[config.mk]
export PLATFORM = sky130hd
export DESIGN_NAME = serial_add_sub
export DESIGN_NICKNAME = d
export VERILOG_FILES = /design/src/rtl/serial_add_sub_pkg.sv /design/src/rtl/serial_add_sub_full_adder.sv /design/src/rtl/serial_add_sub.sv
export SDC_FILE = /design/constraint.sdc
export NUM_CORES = 1
export LEC_CHECK = 0
export CORE_MARGIN = 4
export CORE_UTILIZATION = 28
export DETAILED_ROUTE_END_ITERATION = 12
export GPL_TIMING_DRIVEN = 0
export SLEW_MARGIN = 20
export SYNTH_ARGS = -nofsm -noshare
export SYNTH_HDL_FRONTEND = slang
export SYNTH_SLANG_ARGS = --single-unit
export TNS_END_PERCENT = 1
[constraint.sdc]
create_clock -name clk -period 1.9 [get_ports clk]
set_clock_uncertainty 0.05 [all_clocks]
set_input_delay 0.19 -clock clk [delete_from_list [all_inputs] [get_ports clk]]
set_output_delay 0.19 -clock clk [all_outputs]
set_load 0.01 [all_outputs]
[src/rtl/serial_add_sub_pkg.sv]
// Shared types and constants for the bit-serial adder/subtractor.
package serial_add_sub_pkg;

   // Sequencer states: wait for a request, walk the bits, present the result.
   typedef enum logic [1:0] {
      ST_IDLE  = 2'd0,
      ST_SHIFT = 2'd1,
      ST_DONE  = 2'd2
   } state_e;

   // Operation select carried on the M input.
   localparam logic MODE_ADD = 1'b0;
   localparam logic MODE_SUB = 1'b1;

   // Majority of three inputs: the carry out of a one-bit full adder.
   function automatic logic maj3(input logic a, input logic b, input logic c);
      return (a & b) | (a & c) | (b & c);
   endfunction

endpackage

[src/rtl/serial_add_sub_full_adder.sv]
// One-bit combinational full adder used as the serial bit-slice.
module serial_add_sub_full_adder
   import serial_add_sub_pkg::*;
(
   input  logic a,
   input  logic b,
   input  logic cin,
   output logic s,
   output logic cout
);

   // Sum and carry of the current bit position.
   always_comb begin
      s    = a ^ b ^ cin;
      cout = maj3(a, b, cin);
   end

endmodule

[src/rtl/serial_add_sub.sv]
// Bit-serial adder/subtractor: one bit per clock, LSB first.
// Subtraction is done as A + ~B + 1, the +1 coming from presetting the carry.
module serial_add_sub
   import serial_add_sub_pkg::*;
#(
   parameter int WIDTH = 4
)
(
   input  logic             clk,
   input  logic             rst_n,
   input  logic             start,
   input  logic [WIDTH-1:0] A,
   input  logic [WIDTH-1:0] B,
   input  logic             M,
   output logic             busy,
   output logic             done,
   output logic [WIDTH-1:0] S,
   output logic             C,
   output logic             V
);

   localparam int CW = $clog2(WIDTH + 1);
   // Counter value while the MSB is being processed.
   localparam logic [CW-1:0] CNT_MSB = CW'(WIDTH - 1);
   localparam logic [CW-1:0] CNT_ONE = CW'(1);

   state_e           state_q, state_d;
   logic [WIDTH-1:0] a_q, a_d;
   logic [WIDTH-1:0] b_q, b_d;
   logic             carry_q, carry_d;
   logic [CW-1:0]    cnt_q, cnt_d;
   logic [WIDTH-1:0] sum_q, sum_d;
   logic [WIDTH-1:0] s_q, s_d;
   logic             c_q, c_d;
   logic             v_q, v_d;
   logic             done_q, done_d;
   logic             busy_q, busy_d;

   logic             fa_sum_s;
   logic             fa_cout_s;
   // Carry into the MSB: during the MSB cycle this is the value in the carry flop.
   logic             cin_msb_s;

   serial_add_sub_full_adder u_full_adder (
      .a    (a_q[0]),
      .b    (b_q[0]),
      .cin  (carry_q),
      .s    (fa_sum_s),
      .cout (fa_cout_s)
   );

   assign cin_msb_s = carry_q;

   // Next-state, datapath and output-register update logic.
   always_comb begin
      state_d = state_q;
      a_d     = a_q;
      b_d     = b_q;
      carry_d = carry_q;
      cnt_d   = cnt_q;
      sum_d   = sum_q;
      s_d     = s_q;
      c_d     = c_q;
      v_d     = v_q;

      case (state_q)
         ST_IDLE: begin
            if (start) begin
               // B is inverted and the carry preset to 1 for subtraction.
               a_d     = A;
               b_d     = B ^ {WIDTH{M == MODE_SUB}};
               carry_d = (M == MODE_SUB);
               cnt_d   = {CW{1'b0}};
               sum_d   = {WIDTH{1'b0}};
               state_d = ST_SHIFT;
            end else begin
               state_d = ST_IDLE;
            end
         end
         ST_SHIFT: begin
            a_d     = {1'b0, a_q[WIDTH-1:1]};
            b_d     = {1'b0, b_q[WIDTH-1:1]};
            sum_d   = {fa_sum_s, sum_q[WIDTH-1:1]};
            carry_d = fa_cout_s;
            cnt_d   = cnt_q + CNT_ONE;
            if (cnt_q == CNT_MSB) begin
               // Last bit: publish the completed result together with its flags.
               s_d     = {fa_sum_s, sum_q[WIDTH-1:1]};
               c_d     = fa_cout_s;
               v_d     = cin_msb_s ^ fa_cout_s;
               state_d = ST_DONE;
            end else begin
               state_d = ST_SHIFT;
            end
         end
         ST_DONE: begin
            state_d = ST_IDLE;
         end
         default: begin
            state_d = ST_IDLE;
         end
      endcase

      done_d = (state_d == ST_DONE);
      busy_d = (state_d != ST_IDLE);
   end

   // State and datapath registers with asynchronous clear.
   always_ff @(posedge clk or negedge rst_n) begin
      if (!rst_n) begin
         state_q <= ST_IDLE;
         a_q     <= {WIDTH{1'b0}};
         b_q     <= {WIDTH{1'b0}};
         carry_q <= 1'b0;
         cnt_q   <= {CW{1'b0}};
         sum_q   <= {WIDTH{1'b0}};
      end else begin
         state_q <= state_d;
         a_q     <= a_d;
         b_q     <= b_d;
         carry_q <= carry_d;
         cnt_q   <= cnt_d;
         sum_q   <= sum_d;
      end
   end

   // Registered outputs; result flags only move when an operation completes.
   always_ff @(posedge clk or negedge rst_n) begin
      if (!rst_n) begin
         s_q    <= {WIDTH{1'b0}};
         c_q    <= 1'b0;
         v_q    <= 1'b0;
         done_q <= 1'b0;
         busy_q <= 1'b0;
      end else begin
         s_q    <= s_d;
         c_q    <= c_d;
         v_q    <= v_d;
         done_q <= done_d;
         busy_q <= busy_d;
      end
   end

   assign S    = s_q;
   assign C    = c_q;
   assign V    = v_q;
   assign done = done_q;
   assign busy = busy_q;

endmodule
==> run metrics <==
post-synthesis compound-gate area fraction=11.6%; Final Setup Violations=0; largest net degree at the start of global routing=26; worst r2r src=cnt_q[0]; Synth area leaders=dfrtp_1 56%, mux2_2 5.1%, nand2_1 4.7%, xnor2_1 4.0%, o21ai_0 3.2%; Max Slew Vio Count=0; ant diodes=0; worst-margin pin slew=0.564 ns; r2r setup slk=0.35 ns; crit path kind=reg -> reg; Critical Path AT=1.66 ns; Reg power frac=42.9%; clk_lat worst skew=0.28 ns; Clock Root Buffer=clkbuf_8; Synth Area in Simple Gates=14.0%; sequential share of the synthesized area=56.4%; Clock transition at path regs=0.08 ns; Tmin final=1.55 ns; crit-path max FO=9; Synth Area in XOR/XNOR=3.95%; count leader, synth=dfrtp_1; DRC errors left=0; number of synthesized flops with an enable pin=0; Detailed Routing Iterations Pass 1=4; Syn Area/Cell=11.7 um^2; Starting DRT DRC Count=23; grt total ovfl=0; hold_sp=M; Peak VDD IR=407 uV; Worst R2R End=S[0]; Synth Cell Area=1110 um^2; main flop type after synthesis=dfrtp_1; Total GRT Usage=8.53%; Int Pwr=1.35 mW; Die H=70.9 um; via count=749; CTS tree=yes; area grow syn2layout=26.5%; effective utilization at floorplan=29.6%; pwr dens=1470 nW/um^2; hold path cells=3; vias in the first global route=749; Clock power frac=15.8%; relative slew slack=62.4%; yosys warns=0; post-synthesis register bit count=25; Min-Delay Endpoint=b_q[3]; final wirelength=1.95 mm; num rows=22; Buffers on Ports=18; worst min-delay path class=in -> reg; CTS Sinks=25; Hold WS=0.338 ns; antenna violations before repair=0; Logic pwr share=41.3%; FFs w/ async S/R, synth=100%; mux cell area share after synthesis=5.08%; Die Wd=70.9 um; RePlAce Congestion=0.739; post-synth net total=110; switching power=0.719 mW; PostCTS Resize Cnt=0; fmax=645 MHz; MaxCap Viol Count=0; FF/Latch Area=626 um^2; Worst Reg-to-Reg Cells=4; Fin. Hold Viols=0; Top Ports=20; first-pass GRT wire length=3.37 mm; DR WL/cell=11.7 um; deepest clock path buffer count=2; Synth area leader=dfrtp_1; area of the multi-input gates=429 um^2; Synth cell types=23; Mapped Cells=95; CP Launch Type=flop; post-synth top area share=56.4%; Final nets=134; fillers=389; CTS Buf Count=3; adder and majority gate portion of the synthesized area=4.06%; synth cell count leaders=25 x dfrtp_1, 14 x nand2_1, 7 x o21ai_0; Vias/cell=4.51; CTS H-tree depth=1; critical path endpoint category=flop; share of post-route cells with drive strength above 1=17.8%; main combinational cell family by area after synthesis=simple AND/OR/NAND/NOR gates; DP HPWL=1.41 mm; remaining antenna violation count=0; CP required=2.01 ns; Leak=0.627 nW; final setup TNS=0 ns; CORE AREA=3740 um^2; switching part of the total=34.8%; Tcrit/Tclk final=81.6%; status=completed; setup repair after global routing missed its margin=no; Die ar.=5030 um^2
-- layout by cell type, fill, tap and decap left out --
cell type,n
o21ai_1,1
mux2_2,5
xnor2_1,5
buf_6,2
clkinvlp_4,1
o21bai_2,1
clkbuf_8,3
nor2b_1,2
o21ai_0,7
nand3b_2,1
dlygate4sd3_1,1
inv_1,5
nand2_1,14
nand3_1,4
nor2_1,3
ha_1,2
clkbuf_1,2
or3b_4,1
nand2b_1,1
nand3_2,3
a22oi_1,4
fa_1,1
buf_2,2
o21ai_2,2
clkdlybuf4s50_1,17
dfrtp_1,25
a221o_1,3
-- through the flow --
stage / std cells / util [%] / instance area [um^2] / power [mW] / worst slack [ns]
after floorplan: 95 / - / 1110 / 1.46 / 0.468
after global placement: 161 / 36.0 / 1350 / 1.75 / 0.302
after detailed placement: 161 / 36.0 / 1350 / 1.78 / 0.283
after CTS: 165 / 37.3 / 1400 / 2.11 / 0.334
after global routing: 166 / 37.5 / 1400 / 2.25 / 0.288
final: 166 / 37.5 / 1400 / 2.07 / 0.350
-- worst max-delay path, cell delays in order (launching register included) --
cell and delay (ns):
dfrtp_1 0.41, ha_1 0.20, ha_1 0.21, nand3b_2 0.21
mux2_2 0.36
-- layer usage --
layer	vias to the layer above	GRT usage, %	routed length, um
met5	-	0	0
met4	0	5.22	51
met3	5	2.41	112
met2	24	13.1	869
met1	350	10.6	917
li1	370	-	-
-- flip-flops by register name, indices dropped and copies added, names as in the netlist --
register / flops
cnt_q: 3
b_q: 4
carry_q: 1
C: 1
state_q: 2
sum_q: 3
a_q: 4
done: 1
S: 4
V: 1
busy: 1
-- kinds of logic after synthesis --
logic type / Yosys count
mux: 5
simple gates: 29
compound gates: 18
buf+inv: 10
flops: 25
xor+xnor: 5
fa+ha+maj: 3
-- worst max path at each step --
stage                     cells after the start     end  slack, ns  startpoint
after floorplan                               4       C       0.47    cnt_q[0]
after global routing                          4    S[0]       0.29    cnt_q[0]
final                                         4    S[0]       0.35    cnt_q[0]
after CTS                                     4    S[0]       0.33    cnt_q[0]
after global placement                        1    S[0]       0.30       rst_n
after detailed placement                      1  a_q[3]       0.28       rst_n
-- power by group through the flow --
stage / clock network [mW] / logic [mW] / registers, mW
6_report: 0.327 / 0.853 / 0.888
3_3_place_gp: 0 / 0.853 / 0.895
5_1_grt: 0.365 / 0.961 / 0.921
4_1_cts: 0.344 / 0.874 / 0.894
3_5_place_dp: 0 / 0.873 / 0.905
2_1_floorplan: 0 / 0.548 / 0.909
-- layout make-up --
class / instances / share of cell area, %
plain buffers: 5 / 2.50
clock buffers: 3 / 2.94
clock inverters: 1 / 0.535
inverters: 5 / 1.34
multi-input cells: 60 / 30.6
flip-flops and latches: 25 / 44.6
well taps: 48 / 4.28
repair buffers: 19 / 13.2
-- what timing repair did --
action | CTS | global route
hold endpoints to repair | 0 | 25
setup buffers | 0 | 0
hold buffers | 0 | 1
Note: power is estimated with default switching activity, not from simulation.
